File: src/rtl/disp_pkg.sv
// Shared types, glyph codes and the numeric glyph helper for the display sequencer.
package disp_pkg;

  typedef enum logic [2:0] {
    SECRET_J1         = 3'd0,
    SECRET_J2         = 3'd1,
    GUESS_J1          = 3'd2,
    GUESS_J2          = 3'd3,
    DISPLAY_RESULT_J1 = 3'd4,
    DISPLAY_RESULT_J2 = 3'd5,
    WIN               = 3'd6,
    FIM               = 3'd7
  } state_t;

  typedef enum logic [1:0] {
    D_BLANK,
    D_SHOW,
    D_HOLD,
    D_DONE
  } disp_fsm_t;

  localparam logic [5:0] GLY_BLANK = 6'b100000;
  localparam logic [5:0] GLY_J     = 6'b001011;
  localparam logic [5:0] GLY_S     = 6'b000101;
  localparam logic [5:0] GLY_E     = 6'b001110;
  localparam logic [5:0] GLY_T     = 6'b000111;
  localparam logic [5:0] GLY_U     = 6'b001100;
  localparam logic [5:0] GLY_P     = 6'b001101;
  localparam logic [5:0] GLY_G     = 6'b000110;
  localparam logic [5:0] GLY_O     = 6'b000000;
  localparam logic [5:0] GLY_A     = 6'b001010;
  localparam logic [5:0] GLY_B     = 6'b001000;
  localparam logic [5:0] GLY_L     = 6'b001001;
  localparam logic [5:0] GLY_Y     = 6'b000100;
  localparam logic [5:0] GLY_F     = 6'b010000;
  localparam logic [5:0] GLY_I     = 6'b010001;
  localparam logic [5:0] GLY_M     = 6'b010010;
  localparam logic [5:0] GLY_DASH  = 6'b010011;

  function automatic logic [5:0] num_glyph(input logic [3:0] v);
    return (v > 4'd9) ? GLY_DASH : {2'b00, v};
  endfunction

endpackage

File: src/rtl/disp_tick_gen.sv
// Tick prescaler: one-cycle tick every TICK_DIV clocks, restartable by clr.
module disp_tick_gen #(
  parameter int unsigned TICK_DIV = 50000
) (
  input  logic clock,
  input  logic reset,
  input  logic clr,
  output logic tick
);

  localparam int unsigned CW = $clog2(TICK_DIV);
  localparam logic [CW-1:0] LAST = CW'(TICK_DIV - 1);

  logic [CW-1:0] tick_cnt;

  always_ff @(posedge clock) begin
    if (reset || clr) begin
      tick_cnt <= '0;
    end else if (tick_cnt == LAST) begin
      tick_cnt <= '0;
    end else begin
      tick_cnt <= tick_cnt + CW'(1);
    end
  end

  assign tick = (tick_cnt == LAST);

endmodule

File: src/rtl/display_sequencer.sv
// Registered game-state to glyph-bus sequencer with timed result hold and done pulse.
// Optional WIN blinking is enabled by defining DISP_BLINK_EN.
module display_sequencer
  import disp_pkg::*;
#(
  parameter int unsigned N_DIGITS    = 8,
  parameter int unsigned TICK_DIV    = 50000,
  parameter int unsigned HOLD_TICKS  = 2000,
  parameter int unsigned BLINK_TICKS = 250
) (
  input  logic                    clock,
  input  logic                    reset,
  input  state_t                  current_state,
  input  logic [3:0]              bulls,
  input  logic [3:0]              cows,
  output logic [6*N_DIGITS-1:0]   digits,
  output logic                    msg_done,
  output logic                    busy
);

  localparam int unsigned HOLD_EFF = (HOLD_TICKS == 0) ? 1 : HOLD_TICKS;
  localparam int unsigned HW = $clog2(HOLD_EFF + 1);
  localparam logic [HW-1:0] HOLD_LAST = HW'(HOLD_EFF - 1);

  if (N_DIGITS < 8) begin : g_bad_n_digits
    $error("display_sequencer: N_DIGITS must be >= 8");
  end
  if (TICK_DIV < 2) begin : g_bad_tick_div
    $error("display_sequencer: TICK_DIV must be >= 2");
  end
  if (BLINK_TICKS < 1) begin : g_bad_blink_ticks
    $error("display_sequencer: BLINK_TICKS must be >= 1");
  end

  // d1 sits in the low six bits; "V" is drawn with the U glyph.
  function automatic logic [47:0] msg_rom(input state_t s, input logic [3:0] b,
                                          input logic [3:0] c);
    logic [5:0] n;
    n = (s == SECRET_J2 || s == GUESS_J2) ? num_glyph(4'd2) : num_glyph(4'd1);
    case (s)
      SECRET_J1, SECRET_J2:
        msg_rom = {GLY_P, GLY_U, GLY_T, GLY_E, GLY_S, GLY_BLANK, n, GLY_J};
      GUESS_J1, GUESS_J2:
        msg_rom = {GLY_S, GLY_S, GLY_E, GLY_U, GLY_G, GLY_BLANK, n, GLY_J};
      DISPLAY_RESULT_J1, DISPLAY_RESULT_J2:
        msg_rom = {GLY_A, GLY_U, GLY_BLANK, num_glyph(c), GLY_O, GLY_T, GLY_BLANK, num_glyph(b)};
      WIN:
        msg_rom = {GLY_E, GLY_Y, GLY_E, GLY_S, GLY_L, GLY_L, GLY_U, GLY_B};
      FIM:
        msg_rom = {GLY_BLANK, GLY_BLANK, GLY_BLANK, GLY_M, GLY_I, GLY_F, GLY_BLANK, GLY_BLANK};
      default:
        msg_rom = {8{GLY_BLANK}};
    endcase
  endfunction

  state_t               prev_state;
  logic                 prev_valid;
  logic [3:0]           snap_bulls;
  logic [3:0]           snap_cows;
  disp_fsm_t            fsm;
  logic [HW-1:0]        hold_cnt;
  logic                 tick;
  logic                 load;
  logic                 blank_nxt;
  state_t               eff_state;
  logic [3:0]           eff_bulls;
  logic [3:0]           eff_cows;
  logic [47:0]          rom;
  logic [6*N_DIGITS-1:0] digits_nxt;

  // prev_valid stands in for an out-of-range sentinel: all eight state codes are in use.
  assign load = !prev_valid || (current_state != prev_state);

  disp_tick_gen #(.TICK_DIV(TICK_DIV)) u_tick (
    .clock (clock),
    .reset (reset),
    .clr   (load),
    .tick  (tick)
  );

`ifdef DISP_BLINK_EN
  localparam int unsigned BW = $clog2(BLINK_TICKS + 1);
  localparam logic [BW-1:0] BLINK_LAST = BW'(BLINK_TICKS - 1);

  logic [BW-1:0] blink_cnt;
  logic          blink_off;
  logic          blink_flip;

  assign blink_flip = !load && (prev_state == WIN) && tick && (blink_cnt == BLINK_LAST);
  // Digits use the post-flip phase so each half-period is exactly BLINK_TICKS ticks long.
  assign blank_nxt  = load ? 1'b0 : (blink_off ^ blink_flip);

  always_ff @(posedge clock) begin
    if (reset || load) begin
      blink_cnt <= '0;
      blink_off <= 1'b0;
    end else if (prev_state == WIN && tick) begin
      blink_cnt <= blink_flip ? '0 : blink_cnt + BW'(1);
      blink_off <= blank_nxt;
    end
  end
`else
  assign blank_nxt = 1'b0;
`endif

  always_comb begin
    eff_state  = load ? current_state : prev_state;
    eff_bulls  = load ? bulls : snap_bulls;
    eff_cows   = load ? cows : snap_cows;
    rom        = msg_rom(eff_state, eff_bulls, eff_cows);
    digits_nxt = '0;
    for (int unsigned k = 0; k < 8; k++) begin
      digits_nxt[6*k +: 6] = blank_nxt ? GLY_BLANK : rom[6*k +: 6];
    end
    for (int unsigned k = 8; k < N_DIGITS; k++) begin
      digits_nxt[6*k +: 6] = GLY_BLANK;
    end
  end

  always_ff @(posedge clock) begin
    if (reset) begin
      prev_state <= SECRET_J1;
      prev_valid <= 1'b0;
      snap_bulls <= '0;
      snap_cows  <= '0;
      fsm        <= D_BLANK;
      hold_cnt   <= '0;
      digits     <= {N_DIGITS{GLY_BLANK}};
      msg_done   <= 1'b0;
      busy       <= 1'b0;
    end else begin
      prev_state <= current_state;
      prev_valid <= 1'b1;
      digits     <= digits_nxt;
      msg_done   <= 1'b0;
      if (load) begin
        snap_bulls <= bulls;
        snap_cows  <= cows;
        hold_cnt   <= '0;
        fsm        <= D_SHOW;
        busy       <= 1'b0;
      end else begin
        case (fsm)
          D_SHOW: begin
            if (prev_state == DISPLAY_RESULT_J1 || prev_state == DISPLAY_RESULT_J2) begin
              fsm  <= D_HOLD;
              busy <= 1'b1;
            end
          end
          D_HOLD: begin
            if (tick) begin
              if (hold_cnt == HOLD_LAST) begin
                fsm      <= D_DONE;
                msg_done <= 1'b1;
                busy     <= 1'b0;
              end else begin
                hold_cnt <= hold_cnt + HW'(1);
              end
            end
          end
          default: ;
        endcase
      end
    end
  end

endmodule
File: config.mk
export PLATFORM = sky130hd
export DESIGN_NAME = display_sequencer
export DESIGN_NICKNAME = d
export VERILOG_FILES = /design/src/rtl/disp_pkg.sv /design/src/rtl/disp_tick_gen.sv /design/src/rtl/display_sequencer.sv
export SDC_FILE = /design/constraint.sdc
export NUM_CORES = 1
export LEC_CHECK = 0
export ABC_AREA = 0
export ABC_CLOCK_PERIOD_IN_PS = 1560
export CAP_MARGIN = 10
export CORE_ASPECT_RATIO = 1.4
export CORE_MARGIN = 2
export CORE_UTILIZATION = 46
export CTS_CLUSTER_SIZE = 25
export DETAILED_ROUTE_END_ITERATION = 8
export PLACE_DENSITY = 0.76
export SLEW_MARGIN = 40
export SYNTH_ARGS = -nofsm -noshare
export SYNTH_HDL_FRONTEND = slang
export SYNTH_SLANG_ARGS = --single-unit
File: constraint.sdc
create_clock -name clock -period 1.56 [get_ports clock]
set_input_delay 0.312 -clock clock [delete_from_list [all_inputs] [get_ports clock]]
set_output_delay 0.312 -clock clock [all_outputs]
set_load 0.02 [all_outputs]
Word level (Yosys, flattened, before mapping) --
Cells that the tools add are included.
Word-level totals: register bits after elaboration 91, bits in latches 0, bits in writable memories 0, ROM bits 0, bits of input ports 13, output and inout bits 50, logic and storage cells 73, memories 0
Cells by class: $add $sub $neg 2, multiply operators 0, divide/modulo/power cells 0, order comparisons 2, eq/ne operators 20, shifts and indexed selects 0, mux-type cells 18, bitwise gates (word level) 3, reductions and logical operators 17
Operator list (count):
- $pmux 48 s5 | 1
- $eq 3x3->1 const B | 6
- $add 16x1->16 const B | 1
- $eq 16x16->1 const B | 1
- $add 11x1->11 const B | 1
- $eq 11x11->1 const B | 1
- $mux 5 | 2
- $reduce_or 2->1 | 5
- $ne 3x3->1 const B | 3
- $gt 4x4->1 const B | 2
- $mux 2 | 4
- $mux 4 | 2
- $reduce_and 4->1 | 2
- $eq 3x2->1 const B | 2
- $mux 1 | 6
- $ne 2x2->1 const B | 3
- $logic_or 1x1->1 | 4
- $pmux 2 s2 | 1
- $reduce_or 4->1 | 1
- $eq 3x1->1 const B | 1
- $logic_not 3->1 | 1
- $mux 3 | 1
- $ne 3x3->1 | 1
- $not 1->1 | 3
- other kinds (7) | 7

Depth between registers and ports, before layout --
word-level depth 7, mapped depth 7, mapped depth without buffers 5

Cells and area by module --
Synthesis repeated with hierarchy kept, for this count alone.
Unflattened totals: cell total of the unflattened synthesis 318, area total of the unflattened synthesis 2967.8 µm²
By module, submodules not included:
- display_sequencer | instances 1, cells an instance 238, area an instance 2247.2 µm², sequential area each 1121.1 µm²
- disp_tick_gen | instances 1, cells an instance 80, area an instance 720.7 µm², sequential area each 320.3 µm²

Worst setup path after synthesis --
OpenSTA, ideal clock, no wires.
kind reg2reg, from register u_tick.tick_cnt[0], to register hold_cnt[4], setup time 0.121 ns, arrival time 1.553 ns, data required time 1.439 ns, slack -0.114 ns, stages on the path, launching flop included 6, path buffers 0, period minus slack after synthesis 1.674 ns, cell sequence dfxtp_1 ha_1 and3_1 nand4_4 nor4_1 mux2_2
Between the ends: word-level cells in the longest chain between the ends 2
Ends and longest elaborated chain:
- from (decl) | line disp_tick_gen.sv:14 | logic [CW-1:0] tick_cnt;
- from (signal assigned) | line disp_tick_gen.sv:22 | tick_cnt <= tick_cnt + CW'(1);
- $eq 16x16->1 | line disp_tick_gen.sv:26 | assign tick = (tick_cnt == LAST);
- $reduce_and 3->1 (no source line)
- to (signal assigned) | line display_sequencer.sv:157 | hold_cnt <= hold_cnt + HW'(1);
- to (decl) | line display_sequencer.sv:61 | logic [HW-1:0] hold_cnt;
Every way passes these cells. A chain may end at the register's enable or synchronous reset.

Final worst setup path --
from register hold_cnt[1], to register hold_cnt[8]
Between the ends: word-level cells in the longest chain between the ends 3, elaborated cells on any way between the ends 4, classes of those cells add/sub: 1; eq/ne: 1; bitwise: 1; reduce/logical: 1
Ends and longest elaborated chain:
- parallel branches: the longest is 3 deep, another holds $add 11x1->11
Parallel ways; which one is timed is not known.

==> out/results.tsv <==
metric	value	unit
crit_path_top_delay_cell	or4_4	
coreArea	6530	um2
clk_pin_slew_worst_paths	90	ps
fin_cells	519	
drt_first_pass_iters	4	
synth_cell_types	54	
r2r_slack	-100	ps
p_sw_share	27.0	%
path_depth	5	
die_h	101	um
holdBufCountCts	0	
viasPerCell	5.27	
die_w	73.1	um
ys_ff_latch	72	
rr_worst_depth	5	
critPathBufInv	0	
grt_max_degree	20	
grtUsageTotal	20.1	%
drt_iter0_drc	57	
numCtsBuffers	9	
cts-root-buf	clkbuf_8	
use_met1	21.4	%
crit_path_cell_trace	ha_4 > nand3_4 > or4_4 > or3_4 > a21oi_2	
antenna_cells	0	
nets	455	
required	1850	ps
wirelength	7490	um
grt_antenna_before_repair	0	
syn_area	3070	um2
rsz0062_at_grt	true	
cap_viol_max_count	0	
max_freq	0.603	GHz
grt_overflow	0	
drc	0	
utilization	68.3	%
critPathLaunch	hold_cnt[1]$_SDFFE_PP0P_	
gr-usage-met2	37.1	%
power.leakage	1.91	nW
p_per_area	880	nW/um2
worst_slack	-99.2	ps
path_max_fanout	4	
grt_pass1_vias	2655	
clock_path_buffers	2	
status	complete, but fails checks	
tns	-431	ps
grt.busiest_layer	met2	
netlist_instances	335	
nFillCells	492	
power_frac_comb	10.8	%
synth_edf_count	0	
ys_async_sr_fraction	0	%
place_congestion	0.841	
htreeDepth	3	
period_minus_slack	1660	ps
setup.worst_path.start_class	flip-flop	
r2r-start	hold_cnt[1]$_SDFFE_PP0P_	
drive_above_1_share	29.7	%
vias	2737	
clockPowerShare	39.9	%
area_delta_synth_final	45.1	%
endpoint	hold_cnt[8]$_SDFFE_PP0P_	
crit_path_end_kind	flip-flop	
hold_viol_final	0	
timing.rr.end	hold_cnt[8]$_SDFFE_PP0P_	
post-route-period-util	106	%
io_pins	63	
path_class	reg -> reg	
crit_arrival	1950	ps
placed_cells	492	
cpPeakStageDelay	540	ps
whs	361	ps
slew_headroom	63.4	%
switchingPower	0.00106	W
use_met3	2.60	%
worst_pin_slew	542	ps
rows	35	
setup_violations	9	
drt-wirelength-per-cell	14.4	um
yosysSeqAreaShare	46.9	%
slew_violations	0	
violations	setup timing	
p_int	0.00286	W
fin_skew	7.56	ps
grt_pass1_wl	11600	um
syn_area_per_cell	9.17	um2
port_buffers	57	
ir_drop	0.733	mV
synth_warnings	0	
yosys_most_used_dff	dfxtp_1	
clk_latency	350	ps
hpwlAfterDp	5120	um
cts_tree	yes	
clock_sinks	72	
cpLargestDelayFamily	simple AND/OR/NAND/NOR gates	
dieArea	7350	um2
hold_path_class	in -> reg	
pwr-share-seq	49.3	%
postRouteAntennaNets	0	
start_util	47.1	%
==> how the worst min path moves through the flow <==
stage	start	slack [ps]	to	cells past startpoint
finish	current_state[0]	360	digits[6]$_SDFF_PP0_	3
global route	current_state[0]	400	digits[6]$_SDFF_PP0_	3
detailed placement	snap_cows[0]$_SDFF_PP0_	440	snap_cows[0]$_SDFF_PP0_	2
CTS	snap_cows[0]$_SDFF_PP0_	460	snap_cows[0]$_SDFF_PP0_	2
floorplan	reset	340	digits[29]$_SDFF_PP1_	0
global placement	snap_bulls[0]$_SDFF_PP0_	440	snap_bulls[0]$_SDFF_PP0_	2
==> tightest hold or removal path, delay by kind of cell <==
| family | cells | cell delay, ps |
|---|---|---|
| AND/OR/NAND/NOR | 1 | 50 |
| buffers and inverters | 2 | 320 |
==> layer usage <==
layer  up-vias  wire length [um]
met3        19               173
met4         0               202
met1      1302              2900
met2        55              4210
li1       1361                 -
met5         -                 0
==> cell families after synthesis <==
group	after synthesis	share of synthesized area, %
mux	9	2.97
xor+xnor	15	4.28
compound gates	44	8.80
fa+ha+maj	2	0.815
buf+inv	46	8.76
simple gates	146	27.3
flops	72	46.9
other cells	1	0.122
==> per-stage QoR <==
| step | power (W) | setup slack (ps) | cell area (um2) |
|---|---|---|---|
| 6_report | 0.00392 | -99.2 | 4460 |
| 3_5_place_dp | 0.00242 | -374 | 4000 |
| 3_3_place_gp | 0.00241 | -300 | 4000 |
| 5_1_grt | 0.00405 | -150 | 4460 |
| 2_1_floorplan | 0.00222 | -31.3 | 3130 |
| 4_1_cts | 0.00392 | -80.2 | 4250 |
==> power by group through the flow <==
stage | clock (W) | sequential (W) | combinational, W
floorplan | 0 | 0.00202 | 0.000197
global placement | 0 | 0.00197 | 0.000440
detailed placement | 0 | 0.00197 | 0.000444
CTS | 0.00159 | 0.00193 | 0.000408
global route | 0.00166 | 0.00194 | 0.000458
finish | 0.00156 | 0.00193 | 0.000425
==> area by class of cell <==
type / count / area (um2) / area share [%]
Sequential cell: 72 / 1450 / 32.6
Clock buffer: 9 / 124 / 2.78
Multi-Input combinational cell: 221 / 1580 / 35.4
Timing Repair Buffer: 127 / 1090 / 24.4
Tap cell: 74 / 92.6 / 2.08
Inverter: 9 / 33.8 / 0.758
Clock inverter: 7 / 86.3 / 1.94
==> repair_timing <==
item / CTS / global route
pin swaps: 11 / 14
setup endpoints to repair: 74 / 27
resized for setup: 63 / 33
setup buffers: 3 / 8
==> cells in the mapped netlist, types with 4 or more instances <==
cell,number,area (um2)
a21oi_1,19,95.1
and2_1,4,25.0
buf_2,8,40.0
buf_4,19,143
clkbuf_1,7,26.3
dfxtp_1,72,1440
inv_1,9,33.8
mux2i_1,8,80.1
nand2_1,30,113
nand2b_1,6,37.5
nand3_1,18,90.1
nand4_1,8,50.1
nor2_1,25,93.8
nor2b_1,4,25.0
nor3_1,7,35.0
nor3b_1,4,30.0
nor4_1,5,31.3
o21ai_0,9,45.0
or3_1,9,56.3
xnor2_1,8,70.1
xor2_1,7,61.3
==> cells in the final DEF (no fill, tap or decap), drive strengths merged, types with 9 or more instances in the layout <==
master	count
dfxtp	72
nor2	25
o21ai	9
inv	13
or3	9
nand2	30
nand4	9
buf	70
a21oi	19
clkdlybuf4s50	9
nand3	19
dlygate4sd2	45
clkbuf	9
nor3	9
==> flip-flops by register name, summed over array words and instances (netlist names) <==
signal           cells
digits              29
hold_cnt            11
fsm                  2
prev_valid           1
snap_bulls           4
prev_state           3
busy                 1
u_tick.tick_cnt     16
msg_done             1
snap_cows            4
(Power assumes the default switching activity.)
